===== config.mk =====
export PLATFORM = sky130hd
export DESIGN_NAME = alu_packet_ctrl
export DESIGN_NICKNAME = d
export VERILOG_FILES = /design/src/rtl/alu_packet_ctrl.sv
export SDC_FILE = /design/constraint.sdc
export NUM_CORES = 1
export LEC_CHECK = 0
export CAP_MARGIN = 5
export CORE_ASPECT_RATIO = 1.75
export CORE_MARGIN = 3
export CORE_UTILIZATION = 54
export CTS_CLUSTER_DIAMETER = 60
export DETAILED_ROUTE_END_ITERATION = 10
export PLACE_DENSITY = 0.93
export SLEW_MARGIN = 20
export SYNTH_ARGS = -nofsm -noshare
export SYNTH_HDL_FRONTEND = slang
export SYNTH_SLANG_ARGS = --single-unit

===== constraint.sdc =====
create_clock -name clk_i -period 3.3 [get_ports clk_i]
set_input_delay 0.495 -clock clk_i [delete_from_list [all_inputs] [get_ports clk_i]]
set_output_delay 0.495 -clock clk_i [all_outputs]
set_load 0.05 [all_outputs]

===== src/rtl/alu_packet_ctrl.sv =====
// Packet sequencer between the UART byte streams and the shared 32-bit arithmetic unit.
// Define ALU_DIV_EN to accept opcode 0xD1 (divide); without it 0xD1 is drained as unknown.
module alu_packet_ctrl #(
    parameter int DATA_W = 32,
    parameter int LEN_W  = 16
) (
    input  logic              clk_i,
    input  logic              rst_i,
    input  logic [7:0]        rx_data_i,
    input  logic              rx_valid_i,
    output logic              rx_ready_o,
    output logic [7:0]        tx_data_o,
    output logic              tx_valid_o,
    input  logic              tx_ready_i,
    output logic [1:0]        op_code_o,
    output logic [DATA_W-1:0] op_a_o,
    output logic [DATA_W-1:0] op_b_o,
    output logic              op_valid_o,
    input  logic              op_ready_i,
    input  logic [DATA_W-1:0] res_i,
    input  logic              res_valid_i,
    output logic              busy_o
);

    localparam int BYTES = DATA_W / 8;
    localparam int IDX_W = (BYTES > 1) ? $clog2(BYTES) : 1;

    localparam logic [7:0] OP_ECHO = 8'hEC;
    localparam logic [7:0] OP_ADD  = 8'hAD;
    localparam logic [7:0] OP_MUL  = 8'h88;
`ifdef ALU_DIV_EN
    localparam logic [7:0] OP_DIV  = 8'hD1;
`endif

    typedef enum logic [3:0] {
        S_OPCODE,
        S_RESERVED,
        S_LENGTH_LSB,
        S_LENGTH_MSB,
        S_FIRST_NUMBER,
        S_RX_NUMBER,
        S_ISSUE,
        S_WAIT,
        S_ECHO,
        S_DRAIN,
        S_TRANSMIT
    } state_t;

    state_t              state_q, state_d;
    logic [7:0]          opcode_q, opcode_d;
    logic [7:0]          len_lo_q, len_lo_d;
    logic [LEN_W-1:0]    cnt_q, cnt_d;
    logic [DATA_W-1:0]   acc_q, acc_d;
    logic [DATA_W-1:0]   opb_q, opb_d;
    logic [IDX_W-1:0]    idx_q, idx_d;
    logic [7:0]          tx_data_q, tx_data_d;
    logic                tx_valid_q, tx_valid_d;
    logic                op_valid_q, op_valid_d;
    logic [1:0]          op_code_q, op_code_d;
    logic                started_q, started_d;

    logic                is_echo, is_arith;
    logic [1:0]          arith_code;
    logic                rx_fire, tx_fire, op_fire;
    logic [LEN_W-1:0]    full_len, payload, cnt_dec;
    logic [IDX_W-1:0]    idx_inc;
    logic                idx_last;
    logic [7:0]          acc_bytes [BYTES];

    genvar gi;
    generate
        for (gi = 0; gi < BYTES; gi++) begin : g_acc_bytes
            assign acc_bytes[gi] = acc_q[8*gi +: 8];
        end
    endgenerate

    // Where to go once a whole operand word has been folded in.
    function automatic state_t after_word(input logic [LEN_W-1:0] rem);
        if (rem >= LEN_W'(BYTES)) begin
            return S_RX_NUMBER;
        end else if (rem == '0) begin
            return S_TRANSMIT;
        end
        return S_DRAIN;
    endfunction

    always_comb begin
        is_echo    = (opcode_q == OP_ECHO);
        is_arith   = 1'b0;
        arith_code = 2'b00;
        case (opcode_q)
            OP_ADD: begin
                is_arith   = 1'b1;
                arith_code = 2'b00;
            end
            OP_MUL: begin
                is_arith   = 1'b1;
                arith_code = 2'b01;
            end
`ifdef ALU_DIV_EN
            OP_DIV: begin
                is_arith   = 1'b1;
                arith_code = 2'b10;
            end
`endif
            default: ;
        endcase
    end

    always_comb begin
        rx_ready_o = 1'b0;
        case (state_q)
            S_OPCODE, S_RESERVED, S_LENGTH_LSB, S_LENGTH_MSB,
            S_FIRST_NUMBER, S_RX_NUMBER, S_DRAIN: rx_ready_o = started_q;
            S_ECHO:                               rx_ready_o = started_q & ~tx_valid_q;
            default:                              rx_ready_o = 1'b0;
        endcase
    end

    assign rx_fire  = rx_valid_i & rx_ready_o;
    assign tx_fire  = tx_valid_q & tx_ready_i;
    assign op_fire  = op_valid_q & op_ready_i;
    assign full_len = LEN_W'({rx_data_i, len_lo_q});
    assign payload  = (full_len >= LEN_W'(4)) ? full_len - LEN_W'(4) : '0;
    assign cnt_dec  = cnt_q - LEN_W'(1);
    assign idx_inc  = idx_q + IDX_W'(1);
    assign idx_last = (idx_q == IDX_W'(BYTES - 1));

    always_comb begin
        state_d    = state_q;
        opcode_d   = opcode_q;
        len_lo_d   = len_lo_q;
        cnt_d      = cnt_q;
        acc_d      = acc_q;
        opb_d      = opb_q;
        idx_d      = idx_q;
        tx_data_d  = tx_data_q;
        tx_valid_d = tx_valid_q;
        op_valid_d = op_valid_q;
        op_code_d  = op_code_q;
        started_d  = 1'b1;

        case (state_q)
            S_OPCODE: begin
                if (rx_fire) begin
                    opcode_d = rx_data_i;
                    acc_d    = '0;
                    cnt_d    = '0;
                    idx_d    = '0;
                    state_d  = S_RESERVED;
                end
            end
            S_RESERVED: begin
                if (rx_fire) state_d = S_LENGTH_LSB;
            end
            S_LENGTH_LSB: begin
                if (rx_fire) begin
                    len_lo_d = rx_data_i;
                    state_d  = S_LENGTH_MSB;
                end
            end
            S_LENGTH_MSB: begin
                if (rx_fire) begin
                    cnt_d = payload;
                    idx_d = '0;
                    if (is_echo) begin
                        state_d = (payload == '0) ? S_OPCODE : S_ECHO;
                    end else if (is_arith) begin
                        op_code_d = arith_code;
                        state_d   = (payload == '0) ? S_TRANSMIT : S_FIRST_NUMBER;
                    end else begin
                        state_d = (payload == '0) ? S_OPCODE : S_DRAIN;
                    end
                end
            end
            S_FIRST_NUMBER: begin
                if (rx_fire) begin
                    acc_d[8*idx_q +: 8] = rx_data_i;
                    cnt_d = cnt_dec;
                    idx_d = idx_inc;
                    // A payload shorter than one word returns the partial little-endian value.
                    if (cnt_dec == '0) begin
                        idx_d   = '0;
                        state_d = S_TRANSMIT;
                    end else if (idx_last) begin
                        idx_d   = '0;
                        state_d = after_word(cnt_dec);
                    end
                end
            end
            S_RX_NUMBER: begin
                if (rx_fire) begin
                    opb_d[8*idx_q +: 8] = rx_data_i;
                    cnt_d = cnt_dec;
                    idx_d = idx_inc;
                    if (idx_last) begin
                        idx_d      = '0;
                        op_valid_d = 1'b1;
                        state_d    = S_ISSUE;
                    end
                end
            end
            S_ISSUE: begin
                if (op_fire) begin
                    op_valid_d = 1'b0;
                    state_d    = S_WAIT;
                end
            end
            S_WAIT: begin
                if (res_valid_i) begin
                    acc_d   = res_i;
                    state_d = after_word(cnt_q);
                end
            end
            S_ECHO: begin
                // tx_data_q doubles as the one-byte buffer; rx is only taken when it is empty.
                if (rx_fire) begin
                    tx_data_d  = rx_data_i;
                    tx_valid_d = 1'b1;
                    cnt_d      = cnt_dec;
                end else if (tx_fire) begin
                    tx_valid_d = 1'b0;
                    if (cnt_q == '0) state_d = S_OPCODE;
                end
            end
            S_DRAIN: begin
                if (rx_fire) begin
                    cnt_d = cnt_dec;
                    if (cnt_dec == '0) state_d = is_arith ? S_TRANSMIT : S_OPCODE;
                end
            end
            S_TRANSMIT: begin
                if (!tx_valid_q) begin
                    tx_data_d  = acc_bytes[idx_q];
                    tx_valid_d = 1'b1;
                end else if (tx_fire) begin
                    if (idx_last) begin
                        tx_valid_d = 1'b0;
                        idx_d      = '0;
                        state_d    = S_OPCODE;
                    end else begin
                        tx_data_d = acc_bytes[idx_inc];
                        idx_d     = idx_inc;
                    end
                end
            end
            default: state_d = S_OPCODE;
        endcase
    end

    always_ff @(posedge clk_i) begin
        if (rst_i) begin
            state_q    <= S_OPCODE;
            opcode_q   <= '0;
            len_lo_q   <= '0;
            cnt_q      <= '0;
            acc_q      <= '0;
            opb_q      <= '0;
            idx_q      <= '0;
            tx_data_q  <= '0;
            tx_valid_q <= 1'b0;
            op_valid_q <= 1'b0;
            op_code_q  <= 2'b00;
            started_q  <= 1'b0;
        end else begin
            state_q    <= state_d;
            opcode_q   <= opcode_d;
            len_lo_q   <= len_lo_d;
            cnt_q      <= cnt_d;
            acc_q      <= acc_d;
            opb_q      <= opb_d;
            idx_q      <= idx_d;
            tx_data_q  <= tx_data_d;
            tx_valid_q <= tx_valid_d;
            op_valid_q <= op_valid_d;
            op_code_q  <= op_code_d;
            started_q  <= started_d;
        end
    end

    assign tx_data_o  = tx_data_q;
    assign tx_valid_o = tx_valid_q;
    assign op_valid_o = op_valid_q;
    assign op_code_o  = op_code_q;
    assign op_a_o     = acc_q;
    assign op_b_o     = opb_q;
    assign busy_o     = (state_q != S_OPCODE);

endmodule


==> insert_results.sql <==
INSERT INTO impl_metrics (metric_group, metric, value, unit) VALUES
('clock_tree', 'cts_resized', '0', ''),
('logic_synthesis', 'synth_area_leaders', 'sky130_fd_sc_hd__dfxtp_1 33%, sky130_fd_sc_hd__a21oi_1 8.9%, sky130_fd_sc_hd__nor2_1 5.9%', ''),
('setup_path', 'crit_fanout', '3', ''),
('setup_path', 'worstSetupStartpointType', 'primary input', ''),
('logic_synthesis', 'synthDominantAreaCellType', 'sky130_fd_sc_hd__dfxtp_1', ''),
('floorplanning', 'initial_utilization', '55.7', '%'),
('placed_design', 'place_area', '0.00854', 'mm2'),
('logic_synthesis', 'synth-compound-area-share', '22.8', '%'),
('timing', 'timing_max_transition_violations_final', '0', ''),
('timing', 'maxSlewHeadroom', '46.8', '%'),
('clock_tree', 'path_clk_slew', '0.06', 'ns'),
('timing', 'max_clock_freq', '0.304', 'GHz'),
('placed_design', 'io_buffer_count', '122', ''),
('clock_tree', 'cts_tree', 'built', ''),
('logic_synthesis', 'syn_area', '0.00700', 'mm2'),
('clock_tree', 'cts_num_sinks', '114', ''),
('setup_path', 'cp.arrival', '3.60', 'ns'),
('timing', 'worst_pin_slew', '0.797', 'ns'),
('detailed_routing', 'vias_per_cell', '6.59', ''),
('detailed_routing', 'drcViolationCount', '0', ''),
('cells_and_area', 'synthToLayoutAreaGrowth', '31.6', '%'),
('detailed_routing', 'route.final.wire_length', '25600', 'um'),
('logic_synthesis', 'synth.distinct_cells', '66', ''),
('logic_synthesis', 'share_of_synthesized_registers_carrying_an_async_set_or_reset', '0', '%'),
('logic_synthesis', 'yosysWarningCount', '0', ''),
('timing', 'finalSetupViolCount', '0', ''),
('global_routing', 'pin_count_of_the_biggest_net_entering_global_routing', '75', ''),
('global_routing', 'grt_pass1_wl', '39600', 'um'),
('detailed_routing', 'route.detailed.wl_per_inst', '21.2', 'um'),
('floorplanning', 'top_level_ports', '124', ''),
('cells_and_area', 'layout.nets', '1082', ''),
('status', 'run_status', 'completed', ''),
('setup_path', 'path_class', 'primary input to register', ''),
('timing', 'finalCriticalPeriod', '3.29', 'ns'),
('setup_path', 'setup.worst_path.end_class', 'register', ''),
('cells_and_area', 'stdcell_area', '0.00921', 'mm2'),
('power', 'power.density', '447', 'mW/mm2'),
('floorplanning', 'die_area', '0.0144', 'mm2'),
('logic_synthesis', 'synth_enable_flop_cells', '0', ''),
('logic_synthesis', 'synth_nets', '970', ''),
('detailed_routing', 'drt_iter0_drc', '788', ''),
('power', 'static-leakage-power', '3.18', 'nW'),
('cells_and_area', 'final_common_cell', 'sky130_fd_sc_hd__a21oi_1', ''),
('min_path', 'min-delay-path-class', 'register to register', ''),
('placed_design', 'detailed_place_hpwl', '17400', 'um'),
('detailed_routing', 'first_pass_iters', '5', ''),
('timing', 'post-route-period-util', '99.8', '%'),
('floorplanning', 'floorplan.core_area', '0.0126', 'mm2'),
('clock_tree', 'cts_hold_buffers', '0', ''),
('placed_design', 'place_congestion', '0.958', ''),
('logic_synthesis', 'synth_xor_xnor_area_share', '1.88', '%'),
('logic_synthesis', 'synthDominantCellAreaShare', '32.6', '%'),
('cells_and_area', 'final_core_utilization', '73.3', '%'),
('detailed_routing', 'ant_nets', '0', ''),
('logic_synthesis', 'post_synth_inst_count', '911', ''),
('logic_synthesis', 'seq_area_frac_synth', '32.6', '%'),
('clock_tree', 'post-cts-setup-buffers', '0', ''),
('clock_tree', 'clock_tree.root_cell', 'sky130_fd_sc_hd__clkbuf_16', ''),
('floorplanning', 'rows', '54', ''),
('cells_and_area', 'n_antenna_cell', '0', ''),
('clock_tree', 'numCtsBuffers', '17', ''),
('clock_tree', 'insertion_delay', '0.42', 'ns'),
('logic_synthesis', 'post_synth.cell_area_avg', '7.68', 'um2'),
('timing', 'timing.setup.tns', '0', 'ns'),
('clock_tree', 'cts-htree-levels', '4', ''),
('floorplanning', 'die_h', '157', 'um'),
('cells_and_area', 'layout.cells.most_common_list', '124 x sky130_fd_sc_hd__a21oi_1, 120 x sky130_fd_sc_hd__clkdlybuf4s50_1, 114 x sky130_fd_sc_hd__dfxtp_1', ''),
('cells_and_area', 'final.fill_count', '905', ''),
('power', 'fin_total_pwr', '4.12', 'mW'),
('logic_synthesis', 'ys_ff_latch', '114', ''),
('timing', 'worst_hold_slack', '0.453', 'ns');
through the flow:
stage / instances / worst slack, ns
CTS: 1204 / 0.100
floorplan: 911 / 0.256
global route: 1204 / -0.0815
global placement: 1172 / -0.296
finish: 1204 / 0.00556
detailed placement: 1172 / -0.330
flip-flops by register name, summed over array words and instances, names as in the netlist:
register,count
op_a_o,32
op_code_o,1
cnt_q,16
tx_data_o,8
op_valid_o,1
state_q,4
len_lo_q,8
opcode_q,8
tx_valid_o,1
idx_q,2
op_b_o,32
started_q,1
logic make-up (layout without fill, tap and decap cells):
family                   Yosys count  in the layout
AO/OA/AOI/OAI                    254            254
XOR/XNOR                          15             15
adder cells (fa/ha/maj)           13             13
buffers and inverters             96            221
flip-flops                       114            114
multiplexers                      38             38
other                              1              1
AND/OR/NAND/NOR                  380            380
worst paths after layout:
kind,start,end,slack (ns),cells past startpoint
setup reg to reg,len_lo_q[2]$_SDFFE_PP0P_,state_q[3]$_SDFFE_PP0P_,0.18,14
hold / removal,op_b_o[2]$_SDFFE_PP0P_,op_b_o[2]$_SDFFE_PP0P_,0.45,2
hold reg to reg,op_b_o[2]$_SDFFE_PP0P_,op_b_o[2]$_SDFFE_PP0P_,0.45,2
setup / recovery,rx_data_i[1],state_q[3]$_SDFFE_PP0P_,0.006,15
cells in the mapped netlist (all sizes together), types with 4 or more instances:
library cell / instances
nand2b: 42
nand3: 80
nor4: 10
ha: 13
xor2: 7
inv: 15
nor3b: 5
xnor2: 8
o221ai: 4
nor3: 17
o22ai: 8
clkbuf: 72
mux4: 16
or3: 11
a22oi: 10
dfxtp: 114
o21a: 6
a211oi: 45
and3: 5
nand2: 67
nor2b: 8
buf: 9
o32ai: 5
a211o: 5
nand4: 4
o21ai: 22
a21oi: 125
mux2i: 22
nor2: 110
and2: 5
metal layers:
metal  global-route usage [%]  vias to the layer above  routed length [um]
li1                         -                     3510                   -
met1                     37.1                     3692                8290
met2                     62.2                      562               13000
met3                     5.87                      174                2170
met4                     24.9                        0                2100
met5                        0                        -                   0
worst max-delay path, cell delays in order:
cell and delay, ns:
sky130_fd_sc_hd__clkdlybuf4s50_1 0.50, sky130_fd_sc_hd__buf_4 0.19, sky130_fd_sc_hd__nor4_2 0.32, sky130_fd_sc_hd__buf_4 0.18, sky130_fd_sc_hd__nand4_1 0.10, sky130_fd_sc_hd__xor2_1 0.22, sky130_fd_sc_hd__nand2_1 0.13, sky130_fd_sc_hd__nor4_4 0.32
sky130_fd_sc_hd__o21ai_1 0.12, sky130_fd_sc_hd__ha_1 0.31, sky130_fd_sc_hd__nor2_1 0.10, sky130_fd_sc_hd__a211o_1 0.10, sky130_fd_sc_hd__o21a_1 0.12, sky130_fd_sc_hd__o221ai_1 0.11, sky130_fd_sc_hd__a32o_1 0.28
power breakdown:
group | switching (mW) | internal [mW]
Combinational | 0.358 | 0.229
Clock | 0.762 | 1.29
Sequential | 0.0646 | 1.42
layout make-up:
type,instances,area [um2],area share (%)
tap,168,210,2.28
timing repair buffer,174,1620,17.6
multi-input combinational,701,4400,47.7
clock buffer,17,425,4.62
inverter,15,56.3,0.611
clock inverter,15,218,2.36
sequential,114,2280,24.8
(Power assumes the default switching activity.)
